<file path="config.mk">
export PLATFORM = sky130hd
export DESIGN_NAME = spike_count_decoder
export DESIGN_NICKNAME = d
export VERILOG_FILES = /design/src/rtl/spike_count_decoder.sv
export SDC_FILE = /design/constraint.sdc
export NUM_CORES = 1
export LEC_CHECK = 0
export CAP_MARGIN = 10
export CELL_PAD_IN_SITES_DETAIL_PLACEMENT = 0
export CELL_PAD_IN_SITES_GLOBAL_PLACEMENT = 1
export CORE_AREA = 2 2 161 163
export DETAILED_ROUTE_END_ITERATION = 7
export DIE_AREA = 0 0 163 165
export PLACE_DENSITY = 0.68
export SLEW_MARGIN = 30
export SYNTH_ARGS = -nofsm -noshare
export SYNTH_HDL_FRONTEND = slang
export SYNTH_SLANG_ARGS = --single-unit
</file>
<file path="constraint.sdc">
create_clock -name clk -period 3.9 [get_ports clk]
set_clock_uncertainty 0.05 [all_clocks]
set_input_delay 0.78 -clock clk [delete_from_list [all_inputs] [get_ports clk]]
set_output_delay 0.78 -clock clk [all_outputs]
set_load 0.02 [all_outputs]
</file>
<file path="src/rtl/spike_count_decoder.sv">
// Rate-coded readout: counts output-layer spikes over a window, then picks the busiest neuron.
// Latency: done follows window_len + NUM_OUTPUTS + 1 edges after start; no backpressure, abort cancels.
module spike_count_decoder #(
  parameter int NUM_OUTPUTS  = 4,
  parameter int COUNT_WIDTH  = 16,
  parameter int WINDOW_WIDTH = 16,
  localparam int CLASS_WIDTH = (NUM_OUTPUTS > 1) ? $clog2(NUM_OUTPUTS) : 1
) (
  input  logic                    clk,
  input  logic                    rst,
  input  logic [NUM_OUTPUTS-1:0]  spike_in,
  input  logic                    start,
  input  logic                    abort,
  input  logic [WINDOW_WIDTH-1:0] window_len,
  output logic                    net_clear,
  output logic                    busy,
  output logic                    done,
  output logic [CLASS_WIDTH-1:0]  class_out,
  output logic [COUNT_WIDTH-1:0]  max_count,
  output logic                    tie,
  output logic                    class_valid,
  input  logic [CLASS_WIDTH-1:0]  cnt_sel,
  output logic [COUNT_WIDTH-1:0]  cnt_dout
);

  typedef enum logic [2:0] {
    IDLE,
    CLEAR,
    RUN,
    ARGMAX,
    DONE
  } state_t;

  state_t state_q, state_d;

  logic [COUNT_WIDTH-1:0]  cnt_q [NUM_OUTPUTS];
  logic [WINDOW_WIDTH-1:0] win_q;

  logic [CLASS_WIDTH-1:0]  scan_idx_q;
  logic [CLASS_WIDTH-1:0]  scan_best_q;
  logic [COUNT_WIDTH-1:0]  scan_max_q;
  logic                    scan_tie_q;

  logic [COUNT_WIDTH-1:0]  scan_cnt;
  logic [CLASS_WIDTH-1:0]  next_best;
  logic [COUNT_WIDTH-1:0]  next_max;
  logic                    next_tie;
  logic                    scan_last;

  // State register
  always_ff @(posedge clk or negedge rst) begin
    if (!rst) begin
      state_q <= IDLE;
    end else begin
      state_q <= state_d;
    end
  end

  // Next state; abort outranks the normal RUN/ARGMAX exits
  always_comb begin
    state_d = state_q;
    case (state_q)
      IDLE: begin
        if (start) state_d = CLEAR;
      end
      CLEAR: begin
        if (abort)                 state_d = IDLE;
        else if (window_len != '0) state_d = RUN;
        else                       state_d = ARGMAX;
      end
      RUN: begin
        if (abort)                                 state_d = IDLE;
        else if (win_q == WINDOW_WIDTH'(1))        state_d = ARGMAX;
      end
      ARGMAX: begin
        if (abort)          state_d = IDLE;
        else if (scan_last) state_d = DONE;
      end
      DONE: begin
        state_d = IDLE;
      end
      default: begin
        state_d = IDLE;
      end
    endcase
  end

  assign net_clear = (state_q == CLEAR);
  assign busy      = (state_q != IDLE);
  assign done      = (state_q == DONE);

  // Shared mux for the scan pointer and the readback port; unused codes read 0
  always_comb begin
    scan_cnt = '0;
    cnt_dout = '0;
    for (int i = 0; i < NUM_OUTPUTS; i++) begin
      if (scan_idx_q == CLASS_WIDTH'(i)) scan_cnt = cnt_q[i];
      if (cnt_sel == CLASS_WIDTH'(i))    cnt_dout = cnt_q[i];
    end
  end

  // One argmax step: strict greater-than keeps the lowest index on ties
  always_comb begin
    scan_last = (scan_idx_q == CLASS_WIDTH'(NUM_OUTPUTS - 1));
    if ((scan_idx_q == '0) || (scan_cnt > scan_max_q)) begin
      next_max  = scan_cnt;
      next_best = scan_idx_q;
      next_tie  = 1'b0;
    end else begin
      next_max  = scan_max_q;
      next_best = scan_best_q;
      next_tie  = scan_tie_q | (scan_cnt == scan_max_q);
    end
  end

  always_ff @(posedge clk or negedge rst) begin
    if (!rst) begin
      for (int i = 0; i < NUM_OUTPUTS; i++) cnt_q[i] <= '0;
    end else if ((state_q == CLEAR) && !abort) begin
      for (int i = 0; i < NUM_OUTPUTS; i++) cnt_q[i] <= '0;
    end else if (state_q == RUN) begin
      for (int i = 0; i < NUM_OUTPUTS; i++) begin
        if (spike_in[i] && (cnt_q[i] != {COUNT_WIDTH{1'b1}})) begin
          cnt_q[i] <= cnt_q[i] + COUNT_WIDTH'(1);
        end
      end
    end
  end

  always_ff @(posedge clk or negedge rst) begin
    if (!rst) begin
      win_q <= '0;
    end else if ((state_q == CLEAR) && !abort) begin
      win_q <= window_len;
    end else if (state_q == RUN) begin
      win_q <= win_q - WINDOW_WIDTH'(1);
    end
  end

  always_ff @(posedge clk or negedge rst) begin
    if (!rst) begin
      scan_idx_q  <= '0;
      scan_best_q <= '0;
      scan_max_q  <= '0;
      scan_tie_q  <= 1'b0;
    end else if (state_q == CLEAR) begin
      scan_idx_q  <= '0;
    end else if (state_q == ARGMAX) begin
      scan_idx_q  <= scan_idx_q + CLASS_WIDTH'(1);
      scan_best_q <= next_best;
      scan_max_q  <= next_max;
      scan_tie_q  <= next_tie;
    end
  end

  // Results land on the edge into DONE so they are already valid while done is high
  always_ff @(posedge clk or negedge rst) begin
    if (!rst) begin
      class_out   <= '0;
      max_count   <= '0;
      tie         <= 1'b0;
      class_valid <= 1'b0;
    end else if ((state_q == CLEAR) && !abort) begin
      class_valid <= 1'b0;
    end else if ((state_q == ARGMAX) && scan_last && !abort) begin
      class_out   <= next_best;
      max_count   <= next_max;
      tie         <= next_tie;
      class_valid <= 1'b1;
    end
  end

endmodule

</file>
Yosys cells after proc, flatten, opt, wreduce, memory -nomap -nowiden
Index checks and enable logic that the tools add are counted.
{"block": "classes", "muxes": 31, "n_lt_le_gt_ge": 1, "bitwise_logic": 3, "n_addsub": 6, "eq_ne": 19, "reduce_logical": 28}
{"op": "$mux W16", "count": 15}
{"op": "$mux W64", "count": 2}
{"op": "$add A16 B1 Y16 const B", "count": 4}
{"op": "$ne A16 B16 Y1 const B", "count": 4}
{"op": "$eq A16 B1 Y1 const B", "count": 1}
{"op": "$eq A16 B16 Y1", "count": 1}
{"op": "$gt A16 B16 Y1", "count": 1}
{"op": "$reduce_bool A16 Y1", "count": 1}
{"op": "$sub A16 B1 Y16 const B", "count": 1}
{"op": "$mux W3", "count": 5}
{"op": "$reduce_bool A2 Y1", "count": 7}
{"op": "$pmux W3 S4", "count": 1}
{"op": "$reduce_and A2 Y1", "count": 6}
{"op": "$eq A2 B2 Y1 const B", "count": 4}
{"op": "$mux W2", "count": 4}
{"op": "$logic_and A1 B1 Y1", "count": 7}
{"op": "$eq A3 B2 Y1 const B", "count": 2}
{"op": "$ne A3 B3 Y1 const B", "count": 2}
{"op": "$eq A2 B1 Y1 const B", "count": 2}
{"op": "$logic_not A2 Y1", "count": 2}
{"op": "$mux W1", "count": 4}
{"op": "$eq A3 B1 Y1 const B", "count": 1}
{"op": "$eq A3 B3 Y1 const B", "count": 1}
{"op": "$logic_not A3 Y1", "count": 1}
{"op": "other kinds (8)", "count": 9}
{"block": "totals", "output_inout_bits": 39, "input_bits": 26, "wordCells": 102, "register_bits": 124}

Depth between registers and ports, before layout
Gate-level depths: netlist (run 1).
{"block": "logic_depth", "ltp_word": 8, "ltp_mapped": 18, "ltp_nobuf": 14}

Worst setup path before layout (run 1)
Ideal clock, no wire load.
{"block": "synth_timing", "kind": "reg-to-reg", "from": "register scan_idx_q[0]", "to": "register scan_best_q[0]", "setup_slack_ns": 0.301, "setup_ns": 0.125, "required_ns": 3.725, "synth_period_minus_slack_ns": 3.599, "path_stages_with_launch": 18, "arrival_time_ns": 3.424, "path_cell_list": "dfrtp_1 > inv_1 > ha_1 > clkbuf_1 > clkbuf_1 > nand3b_1 > a21oi_1 > a21oi_1 > o21ai_0 > inv_1 > ha_1 > nor2b_1 > o211ai_1 > a2111oi_0 > o31ai_2 > nor2_4 > buf_4 > mux2_2"}
{"block": "synth_via", "elab_chain_cells": 8}
{"element": "start: declaration", "line_no": "39", "source": "logic [CLASS_WIDTH-1:0] scan_idx_q;"}
{"element": "start signal: assignment", "line_no": "149", "source": "scan_idx_q <= scan_idx_q + CLASS_WIDTH'(1);"}
{"element": "$logic_not A2 Y1", "line_no": "97, 105"}
{"element": "$mux W16 (4 in a row)", "line_no": "97", "source": "if (scan_idx_q == CLASS_WIDTH'(i)) scan_cnt = cnt_q[i];"}
{"element": "$gt A16 B16 Y1", "line_no": "105", "source": "if ((scan_idx_q == '0) || (scan_cnt > scan_max_q)) begin"}
{"element": "$logic_or A1 B1 Y1", "line_no": "105"}
{"element": "$mux W2 *", "line_no": "105"}
{"element": "end signal: assignment", "line_no": "150", "source": "scan_best_q <= next_best;"}
{"element": "end: declaration", "line_no": "40", "source": "logic [CLASS_WIDTH-1:0] scan_best_q;"}
Every way passes the cells marked *; elsewhere a longest branch is shown, timed or not.
A chain may end at the register's enable or synchronous reset.

Worst setup path after layout (run 1)
{"block": "layout_timing", "from": "register scan_idx_q[0]", "to": "register max_count[14]"}
{"block": "layout_via", "elab_chain_cells": 8}
{"element": "$logic_not A2 Y1", "line_no": "97, 105"}
{"element": "$mux W16 (4 in a row)", "line_no": "97"}
{"element": "$gt A16 B16 Y1", "line_no": "105"}
{"element": "$logic_or A1 B1 Y1", "line_no": "105"}
{"element": "$mux W16", "line_no": "105"}
{"element": "end signal: assignment", "line_no": "167", "source": "max_count <= next_max;"}
{"element": "end: declaration", "line_no": "19", "source": "output logic [COUNT_WIDTH-1:0] max_count,"}
Several ways; a longest one is shown, not always the timed one.

==> results of run 1 <==
-- synthesized netlist by cell type, types with 2 or more instances --
cell type / instances
dfrtp_1: 124
nand2_1: 99
nor2_1: 76
a21oi_1: 55
o21ai_0: 54
clkbuf_1: 30
inv_1: 28
nand4_1: 28
ha_1: 26
xnor2_1: 25
nand3_1: 24
xor2_1: 24
mux2i_1: 21
mux2_2: 18
mux4_2: 16
nand3b_1: 16
or3_1: 15
and3_1: 13
nor3_1: 13
nor4_1: 13
and4_1: 8
o311ai_0: 8
buf_2: 7
or4_1: 6
and2_1: 4
o211ai_1: 4
a221o_1: 3
nand2b_1: 3
nor2b_1: 3
a211oi_1: 2
a41oi_1: 2
buf_1: 2
buf_6: 2
-- repair_timing --
action                                  CTS  global route
endpoints found under the hold margin     0             0
buffers inserted                          0             0
resized for setup                         0             5
endpoints found under the setup margin    0            37
-- kinds of logic (layout without fill, tap and decap cells) --
| logic type | Yosys count | in the layout |
|---|---|---|
| AOI/OAI and AO/OA | 143 | 143 |
| xor gates and xnor gates | 49 | 49 |
| adders and majority gates | 26 | 26 |
| buffers and inverters | 70 | 154 |
| DFF | 124 | 124 |
| muxes | 55 | 55 |
| and+or+nand+nor | 330 | 330 |
-- per-stage QoR --
| stage | setup WS, ns | hold WS (ns) | total power, mW | std cells | instance area (µm²) |
|---|---|---|---|---|---|
| 2_1_floorplan | 0.301 | 0.407 | 2.73 | 797 | 7420 |
| 6_report | 0.368 | 0.292 | 5.10 | 1211 | 9270 |
| 4_1_cts | 0.0828 | 0.310 | 5.11 | 1211 | 9240 |
| 5_1_grt | 0.00853 | 0.332 | 5.37 | 1211 | 9270 |
| 3_3_place_gp | 0.178 | 0.423 | 3.33 | 1179 | 8600 |
| 3_5_place_dp | 0.0732 | 0.423 | 3.34 | 1179 | 8600 |
-- cell type report --
class,count,area [µm²]
Inverter,28,105
Multi-Input combinational cell,603,4070
Timing Repair Buffer,94,938
Fill cell,2570,15800
Tap cell,330,413
Clock buffer,21,450
Sequential cell,124,3100
Clock inverter,11,191
-- routing by layer --
layer  wire length (µm)  global-route usage [%]
met1               9940                    22.5
met2               9930                    25.8
met3               1170                    4.37
met4                356                    4.42
met5                 13                       0
-- flip-flops by register name, summed over array words and instances, names as in the netlist --
signal and cells:
scan_idx_q 2, cnt_q 64, win_q 16, class_out 2, tie 1, class_valid 1
state_q 3, max_count 16, scan_best_q 2, scan_tie_q 1, scan_max_q 16
-- power groups by stage --
| stage | sequential [mW] | combinational (mW) | clock, mW |
|---|---|---|---|
| after CTS | 1.67 | 1.66 | 1.78 |
| after global routing | 1.70 | 1.84 | 1.84 |
| after detailed placement | 1.69 | 1.66 | 0 |
| final | 1.67 | 1.68 | 1.75 |
| after floorplan | 1.61 | 1.12 | 0 |
| after global placement | 1.68 | 1.65 | 0 |
-- worst max path at each step --
| stage | to | slack [ns] |
|---|---|---|
| 6_report | max_count[14] | 0.37 |
| 5_1_grt | max_count[7] | 0.009 |
| 4_1_cts | max_count[0] | 0.08 |
| 3_5_place_dp | max_count[0] | 0.07 |
| 3_3_place_gp | max_count[8] | 0.18 |
| 2_1_floorplan | scan_best_q[0] | 0.30 |
-- worst max-delay path: stages (launching register included) --
cell and delay [ns]:
dfrtp_1 0.47, inv_1 0.16, ha_1 0.22, buf_12 0.19
a21oi_1 0.06, a21oi_1 0.13, o21ai_0 0.12, buf_4 0.17
ha_1 0.29, nand4_1 0.20, nor4_1 0.43, nand2b_1 0.15
o31ai_4 0.11, buf_4 0.33, mux2i_1 0.21, o21ai_0 0.09
==> impl_metrics.toml, run 1 <==
[clock_tree]
root_buffer = "clkbuf_16"
cts_buffers = 17
cts_tree = "yes"
h-tree-depth = 4
clockBufferDepth = 2
cts_num_sinks = 124
clock_latency_ns = 0.43
ctsHoldBuffers = 0
clkTransAtPathRegs_ns = 0.06

[outcome]
status = "finished clean"

[final_layout]
diodes = 0
final_cell_mix = "dfrtp_1, nand2_1, nor2_1"
fin_util_pct = 37.0
layout-drive-gt1-share_pct = 11.9
syn2layout_area_growth_pct = 24.9
mostFrequentLayoutCell = "dfrtp_1"
nNetsFinal = 920

[timing]
hold_violations = 0
layout_worst_path_cycle_share_pct = 90.6
drv_slew = 0
rsz0062_at_grt = "no"
fin_crit_ns = 3.53
slew_headroom_pct = 36.3
worst_slew_pin_slew_ns = 0.946
fin_setup_tns_ns = 0
setup_viol = 0
max_freq_mhz = 283

[place]
place.gp.congestion = 0.827
hpwl_mm = 15.2
port_buffers = 64

[critical_path]
reg2reg_from = "scan_idx_q[0]"
critPathRequiredTime_ns = 4.14
cp_max_fo = 32
timing.rr.end = "max_count[14]"
cp-start-kind = "flop"
critPathKind = "reg -> reg"
critical_path_arrival_ns = 3.77
r2r_cells = 15
crit_path_start = "scan_idx_q[0]"
worstSetupEndpointType = "flop"
regToRegSetupSlack_ns = 0.37

[logic_synthesis]
ys_types = 58
syn_nets = 849
yosys.area_share.simple_pct = 22.4
ys_seq_area_share_pct = 41.8
syn_area_um2 = 7420
synth_top_area_share_pct = 41.8
ys.flop_type = "dfrtp_1"
synth_top_family_by_area = "simple AND/OR/NAND/NOR gates"
synthArstFlopShare_pct = 100
synthMuxAreaShare_pct = 10.4
synth-xor-area-share_pct = 5.78
synth.avg_cell_area_um2 = 9.31
synth_compound_area_share_pct = 11.3
synthCells = 797
yosys_warnings = 0
synth_area_leader_cell = "dfrtp_1"
yosys-top-cells-area = "dfrtp_1, nand2_1, mux4_2"
yosys.area_share.adder_pct = 4.38
synth_edf_count = 0
ys_seq_elements = 124

[global_route]
grt_pass1_vias = 6019
grt_pass1_wl_mm = 34.0
grt_usage_pct = 16.5
antenna_found_initial = 1
grt_max_degree = 86
grt.overflow.total = 0

[drt]
drc = 0
wire_per_inst_um = 17.7
wl_mm = 21.4
drtIter0Drc = 444
drt-pass1-iter-count = 5
post_drt_via_cell_ratio = 5.20
vias = 6296
ant_nets = 0

[hold_path]
hp-class = "in -> async"

[pwr]
combinationalPowerShare_pct = 32.9
p_per_area_nw_per_um2 = 551
leakagePower_nw = 3.75
sw_frac_of_total_pct = 34.2
p_int_mw = 3.36
power_frac_clock_pct = 34.4
ir_drop_uv = 361
power.switching_mw = 1.75
seq_power_share_pct = 32.8

[flow_run]
drv_cap = 0

[floorplanning]
core_area_um2 = 25000
dieArea_um2 = 26900
num_io_pins = 65
rows = 58
start_util_pct = 29.6
die_h_um = 165
die_x_um = 163
(Power assumes the default switching activity.)
==> run 2: changes to the inputs <==
--- a/config.mk
+++ b/config.mk
@@ -9,9 +9,11 @@
 export CELL_PAD_IN_SITES_DETAIL_PLACEMENT = 0
 export CELL_PAD_IN_SITES_GLOBAL_PLACEMENT = 1
 export CORE_AREA = 2 2 161 163
+export CTS_BUF_LIST = sky130_fd_sc_hd__clkbuf_4
 export DETAILED_ROUTE_END_ITERATION = 7
 export DIE_AREA = 0 0 163 165
-export PLACE_DENSITY = 0.68
+export PLACE_DENSITY_LB_ADDON = 0.1
+export REMOVE_ABC_BUFFERS = 1
 export SLEW_MARGIN = 30
 export SYNTH_ARGS = -nofsm -noshare
 export SYNTH_HDL_FRONTEND = slang
==> run 2 against run 1 <==
Sequential share of layout area increased by 1.1 points. Clock-buffer cell count decreased by 3. Maximum frequency decreased by 3.4%. Sequential power about the same. Non-clock buffer count decreased by 6. Cell count decreased by 0.25%. Hold slack got worse by 0.096 ns. Largest power group is now combinational cells. Wire length increased by 4.5%.
==> impl_metrics.toml, run 2 (synthesized netlist as in run 1, its figures left out) <==
[flow_run]
drv_cap = 0

[pwr]
power_frac_clock_pct = 25.8
totalPowerFinal_mw = 4.56
seq_power_share_pct = 36.5
ir_drop_uv = 350
leakagePower_nw = 3.61
p_per_area_nw_per_um2 = 508
combinationalPowerShare_pct = 37.7
power.switching_mw = 1.74
sw_frac_of_total_pct = 38.2
p_int_mw = 2.82

[global_route]
grt_pass1_wl_mm = 35.3
grt_usage_pct = 17.4
grt_pass1_vias = 6087
grt_max_degree = 77
antenna_found_initial = 2
grt.overflow.total = 0

[clock_tree]
h-tree-depth = 4
root_buffer = "clkbuf_4"
cts_num_sinks = 124
ctsHoldBuffers = 0
cts_buffers = 17
clock_latency_ns = 0.56
cts_tree = "yes"
clockBufferDepth = 2
clkTransAtPathRegs_ns = 0.15

[critical_path]
critPathKind = "reg -> reg"
reg2reg_from = "scan_idx_q[1]"
cp-endpoint = "scan_max_q[13]"
cpPeakStageDelay_ns = 0.43
critPathRequiredTime_ns = 4.27
timing.rr.end = "scan_max_q[13]"
critical_path_arrival_ns = 4.03
cpMaxStageDelayCell = "dfrtp_1"
regToRegSetupSlack_ns = 0.24
cp_cell_sequence = "inv_1 > ha_1 > buf_12 > nand3b_1 > a21oi_1 > a21oi_1 > o21ai_0 > buf_4 > inv_1 > ha_1 > nor2b_1 > o211ai_1 > a2111oi_1 > buf_4 > o31ai_4 > nor2_4 > buf_12 > mux2_2"
cp_top_family = "compound AO/OA/AOI/OAI gates"
cp_num_buf_inv = 6
worstSetupEndpointType = "flop"
crit_cells = 18
crit_path_start = "scan_idx_q[1]"
cp-start-kind = "flop"
cp_max_fo = 32
r2r_cells = 18

[timing]
layout_worst_path_cycle_share_pct = 93.8
drv_slew = 0
worst_slew_pin_slew_ns = 0.861
hold_violations = 0
rsz0062_at_grt = "no"
setup_viol = 0
fin_setup_tns_ns = 0
fin_crit_ns = 3.66
slew_headroom_pct = 42.1
max_freq_mhz = 273
fin_ws_ns = 0.243

[drt]
wire_per_inst_um = 18.5
vias = 6269
drt-pass1-iter-count = 7
post_drt_via_cell_ratio = 5.19
drtIter0Drc = 377
ant_nets = 0
wl_mm = 22.4
drc = 0

[final_layout]
mostFrequentLayoutCell = "dfrtp_1"
top_register = "cnt_q"
multi_input_area_um2 = 4050
final_cell_mix = "dfrtp_1, nand2_1, nor2_1"
fill_cells = 2574
syn2layout_area_growth_pct = 20.9
nNetsFinal = 914
largest_register_ffs = 64
fin_util_pct = 35.8
layout-drive-gt1-share_pct = 11.5
seq_area_um2 = 3100

[floorplanning]
num_io_pins = 65
core_area_um2 = 25000
die_h_um = 165
start_util_pct = 29.6
die_x_um = 163
dieArea_um2 = 26900
rows = 58

[place]
hpwl_mm = 16.3
place.gp.congestion = 0.831
port_buffers = 64
dpl_worst_slack_ns = 0.0302

[hold_path]
hp-class = "in -> async"

[outcome]
status = "finished clean"
[run 2: how the worst min path moves through the flow]
stage / end
global route: win_q[4]
finish: win_q[2]
CTS: win_q[4]
floorplan: scan_tie_q
global placement: max_count[9]
detailed placement: max_count[10]
[run 2: final cells by class]
class | instances | share of cell area (%)
Clock inverter | 14 | 2.55
Multi-Input combinational cell | 603 | 45.1
Inverter | 28 | 1.17
Antenna cell | 3 | 0.0837
Timing Repair Buffer | 88 | 10.4
Clock buffer | 18 | 1.51
Sequential cell | 124 | 34.6
Tap cell | 330 | 4.60
[run 2: layer usage]
layer  GRT usage (%)  vias up  share of wire [%]
li1                -     3015                  -
met1            23.1     3053                 46
met2            28.4      174                 47
met3            3.49       27                4.4
met4            5.43        0                2.1
met5               0        -                  0
[run 2: per-stage QoR]
step / cell area [µm²] / hold WS, ns / std cells
detailed placement: 8590 / 0.419 / 1173
floorplan: 7240 / 0.407 / 755
global route: 8970 / 0.186 / 1208
CTS: 8960 / 0.199 / 1205
finish: 8970 / 0.196 / 1208
global placement: 8590 / 0.416 / 1173
[run 2: timing repair]
action	4_1_cts	5_1_grt
gates cloned	0	0
resized for setup	1	5
setup endpoints to repair	3	35
buffers inserted	0	0
[run 2: power groups by stage]
stage,logic [mW],clock network (mW),registers [mW]
after CTS,1.74,1.22,1.66
after global routing,1.89,1.28,1.70
after floorplan,1.02,0,1.62
after global placement,1.72,0,1.68
after detailed placement,1.73,0,1.69
final,1.72,1.18,1.66
[run 2: worst register-to-register path: stages, from the launching register on]
cell and delay [ns]:
dfrtp_1 0.43, inv_1 0.09, ha_1 0.22, buf_12 0.17, nand3b_1 0.16, a21oi_1 0.13, a21oi_1 0.07, o21ai_0 0.28
buf_4 0.18, inv_1 0.04, ha_1 0.17, nor2b_1 0.11, o211ai_1 0.11, a2111oi_1 0.35, buf_4 0.18, o31ai_4 0.11
nor2_4 0.15, buf_12 0.17, mux2_2 0.36
==> run 3: changes to the inputs <==
--- a/config.mk
+++ b/config.mk
@@ -8,10 +8,10 @@
 export CAP_MARGIN = 10
 export CELL_PAD_IN_SITES_DETAIL_PLACEMENT = 0
 export CELL_PAD_IN_SITES_GLOBAL_PLACEMENT = 1
-export CORE_AREA = 2 2 161 163
+export CORE_AREA = 2 2 163 165
 export CTS_BUF_LIST = sky130_fd_sc_hd__clkbuf_4
 export DETAILED_ROUTE_END_ITERATION = 7
-export DIE_AREA = 0 0 163 165
+export DIE_AREA = 0 0 165 167
 export PLACE_DENSITY_LB_ADDON = 0.1
 export REMOVE_ABC_BUFFERS = 1
 export SLEW_MARGIN = 30
==> constraint.sdc (replaced) <==
create_clock -name clk -period 3.9 [get_ports clk]
set_clock_uncertainty 0.05 [all_clocks]
set_input_delay 0.78 -clock clk [delete_from_list [all_inputs] [get_ports clk]]
set_output_delay 0.78 -clock clk [all_outputs]
set_load 0.05 [all_outputs]
==> run 3 against run 2 <==
Highest routed layer unchanged. Clock power shrank 23%. Wire length shrank 0.18%. Critical endpoint is now scan_max_q[5]. Via count shrank 0.14%. Sequential power is essentially flat. Combinational power grew 4%.
==> impl_metrics.toml, run 3 (synthesized netlist as in run 1, its figures left out) <==
[outcome]
status = "finished clean"

[timing]
worst_slew_pin_slew_ns = 0.864
hold_violations = 0
slew_headroom_pct = 41.9
rsz0062_at_grt = "no"
max_freq_mhz = 275
fin_setup_tns_ns = 0
setup_viol = 0
drv_slew = 0
fin_crit_ns = 3.64
layout_worst_path_cycle_share_pct = 93.3

[drt]
wl_mm = 22.3
drc = 0
post_drt_via_cell_ratio = 5.14
drt-pass1-iter-count = 5
drtIter0Drc = 351
ant_nets = 0
vias = 6260
wire_per_inst_um = 18.3

[critical_path]
cp_top_family = "compound AO/OA/AOI/OAI gates"
cpMaxStageDelayCell = "a2111oi_0"
cp_max_fo = 32
cpPeakStageDelay_ns = 0.44
worstSetupEndpointType = "flop"
cp_num_buf_inv = 4
critPathRequiredTime_ns = 4.26
cp_cell_sequence = "inv_1 > ha_1 > buf_12 > nand3b_1 > a21oi_1 > a21oi_1 > o21ai_0 > ha_1 > nand4_1 > a2111oi_0 > buf_4 > o31ai_4 > nor2_4 > buf_12 > mux2_2"
critPathKind = "reg -> reg"
critical_path_arrival_ns = 4.00
cp-start-kind = "flop"

[floorplanning]
start_util_pct = 28.8
num_io_pins = 65
die_h_um = 167
die_x_um = 165
core_area_um2 = 25800
dieArea_um2 = 27600
rows = 59

[final_layout]
fin_util_pct = 34.5
nNetsFinal = 922
layout-drive-gt1-share_pct = 13.9
mostFrequentLayoutCell = "dfrtp_1"
largest_register_ffs = 64
top_register = "cnt_q"
final_cell_mix = "dfrtp_1, nand2_1, nor2_1"
syn2layout_area_growth_pct = 19.6
fill_cells = 2679

[global_route]
grt_usage_pct = 17.0
grt_max_degree = 77
grt.overflow.total = 0
antenna_found_initial = 1
grt_pass1_vias = 6149
grt_pass1_wl_mm = 35.8

[clock_tree]
cts_tree = "yes"
clockBufferDepth = 2
root_buffer = "clkbuf_4"
h-tree-depth = 4
cts_num_sinks = 124
clock_latency_ns = 0.53
clkTransAtPathRegs_ns = 0.12
post_cts_buffers = 0
cts_buffers = 17

[pwr]
p_per_area_nw_per_um2 = 491
ir_drop_uv = 410
leakagePower_nw = 3.63

[place]
port_buffers = 64
hpwl_mm = 16.2
place.gp.congestion = 0.821

[flow_run]
drv_cap = 0

[hold_path]
hp-class = "in -> async"
==> run 3: worst register-to-register path: stages (launching register included) <==
cell and delay, ns:
dfrtp_1 0.43, inv_1 0.10, ha_1 0.22, buf_12 0.17
nand3b_1 0.17, a21oi_1 0.14, a21oi_1 0.06, o21ai_0 0.38
ha_1 0.24, nand4_1 0.20, a2111oi_0 0.44, buf_4 0.20
o31ai_4 0.10, nor2_4 0.12, buf_12 0.18, mux2_2 0.35
==> run 3: per-stage QoR <==
stage / std cells / total power [mW] / worst slack [ns] / cell area [µm²] / hold slack, ns
2_1_floorplan: 755 / 2.71 / -1.69 / 7240 / 0.407
4_1_cts: 1218 / 4.42 / 0.116 / 8870 / 0.244
3_3_place_gp: 1186 / 3.46 / 0.209 / 8590 / 0.410
5_1_grt: 1219 / 4.67 / 0.00405 / 8880 / 0.261
3_5_place_dp: 1186 / 3.48 / 0.153 / 8590 / 0.419
6_report: 1219 / 4.36 / 0.263 / 8880 / 0.258
==> run 3: final timing paths <==
kind	end	depth (start not counted)	slack, ns	startpoint
worst max-delay path	scan_max_q[5]	15	0.26	scan_idx_q[1]
worst min-delay path	win_q[14]	1	0.26	rst
worst max register to register	scan_max_q[5]	15	0.26	scan_idx_q[1]
worst min register to register	max_count[5]	2	0.44	max_count[5]
max in group asynchronous	scan_max_q[5]	2	2.75	rst
min in group clk	max_count[5]	2	0.44	max_count[5]
==> run 3: layer usage <==
metal | vias to the layer above | global-route usage [%] | share of wire (%)
met4 | 0 | 3.89 | 1.3
met2 | 156 | 26.1 | 46
met1 | 3071 | 24.4 | 47
met3 | 14 | 3.74 | 5.1
met5 | - | 0 | 0
li1 | 3019 | - | -
==> run 3: where the power goes <==
part / internal (mW) / total [mW] / leakage [nW] / switching (mW)
registers: 1.45 / 1.66 / 1.69 / 0.206
clock network: 0.397 / 0.913 / 0.148 / 0.517
logic: 0.767 / 1.79 / 1.78 / 1.03
total: 2.61 / 4.36 / 3.63 / 1.75
==> run 3: cell type report <==
cell class	instances	area (µm²)	area share, %
Antenna cell	1	2.50	0.0282
Clock buffer	20	150	1.69
Clock inverter	12	124	1.40
Inverter	28	105	1.18
Multi-Input combinational cell	603	4050	45.6
Sequential cell	124	3100	35.0
Tap cell	335	419	4.72
Timing Repair Buffer	96	926	10.4
==> run 3: repair_timing <==
action	in CTS	in global routing
resized for setup	0	5
hold buffers	0	0
setup endpoints to repair	0	14
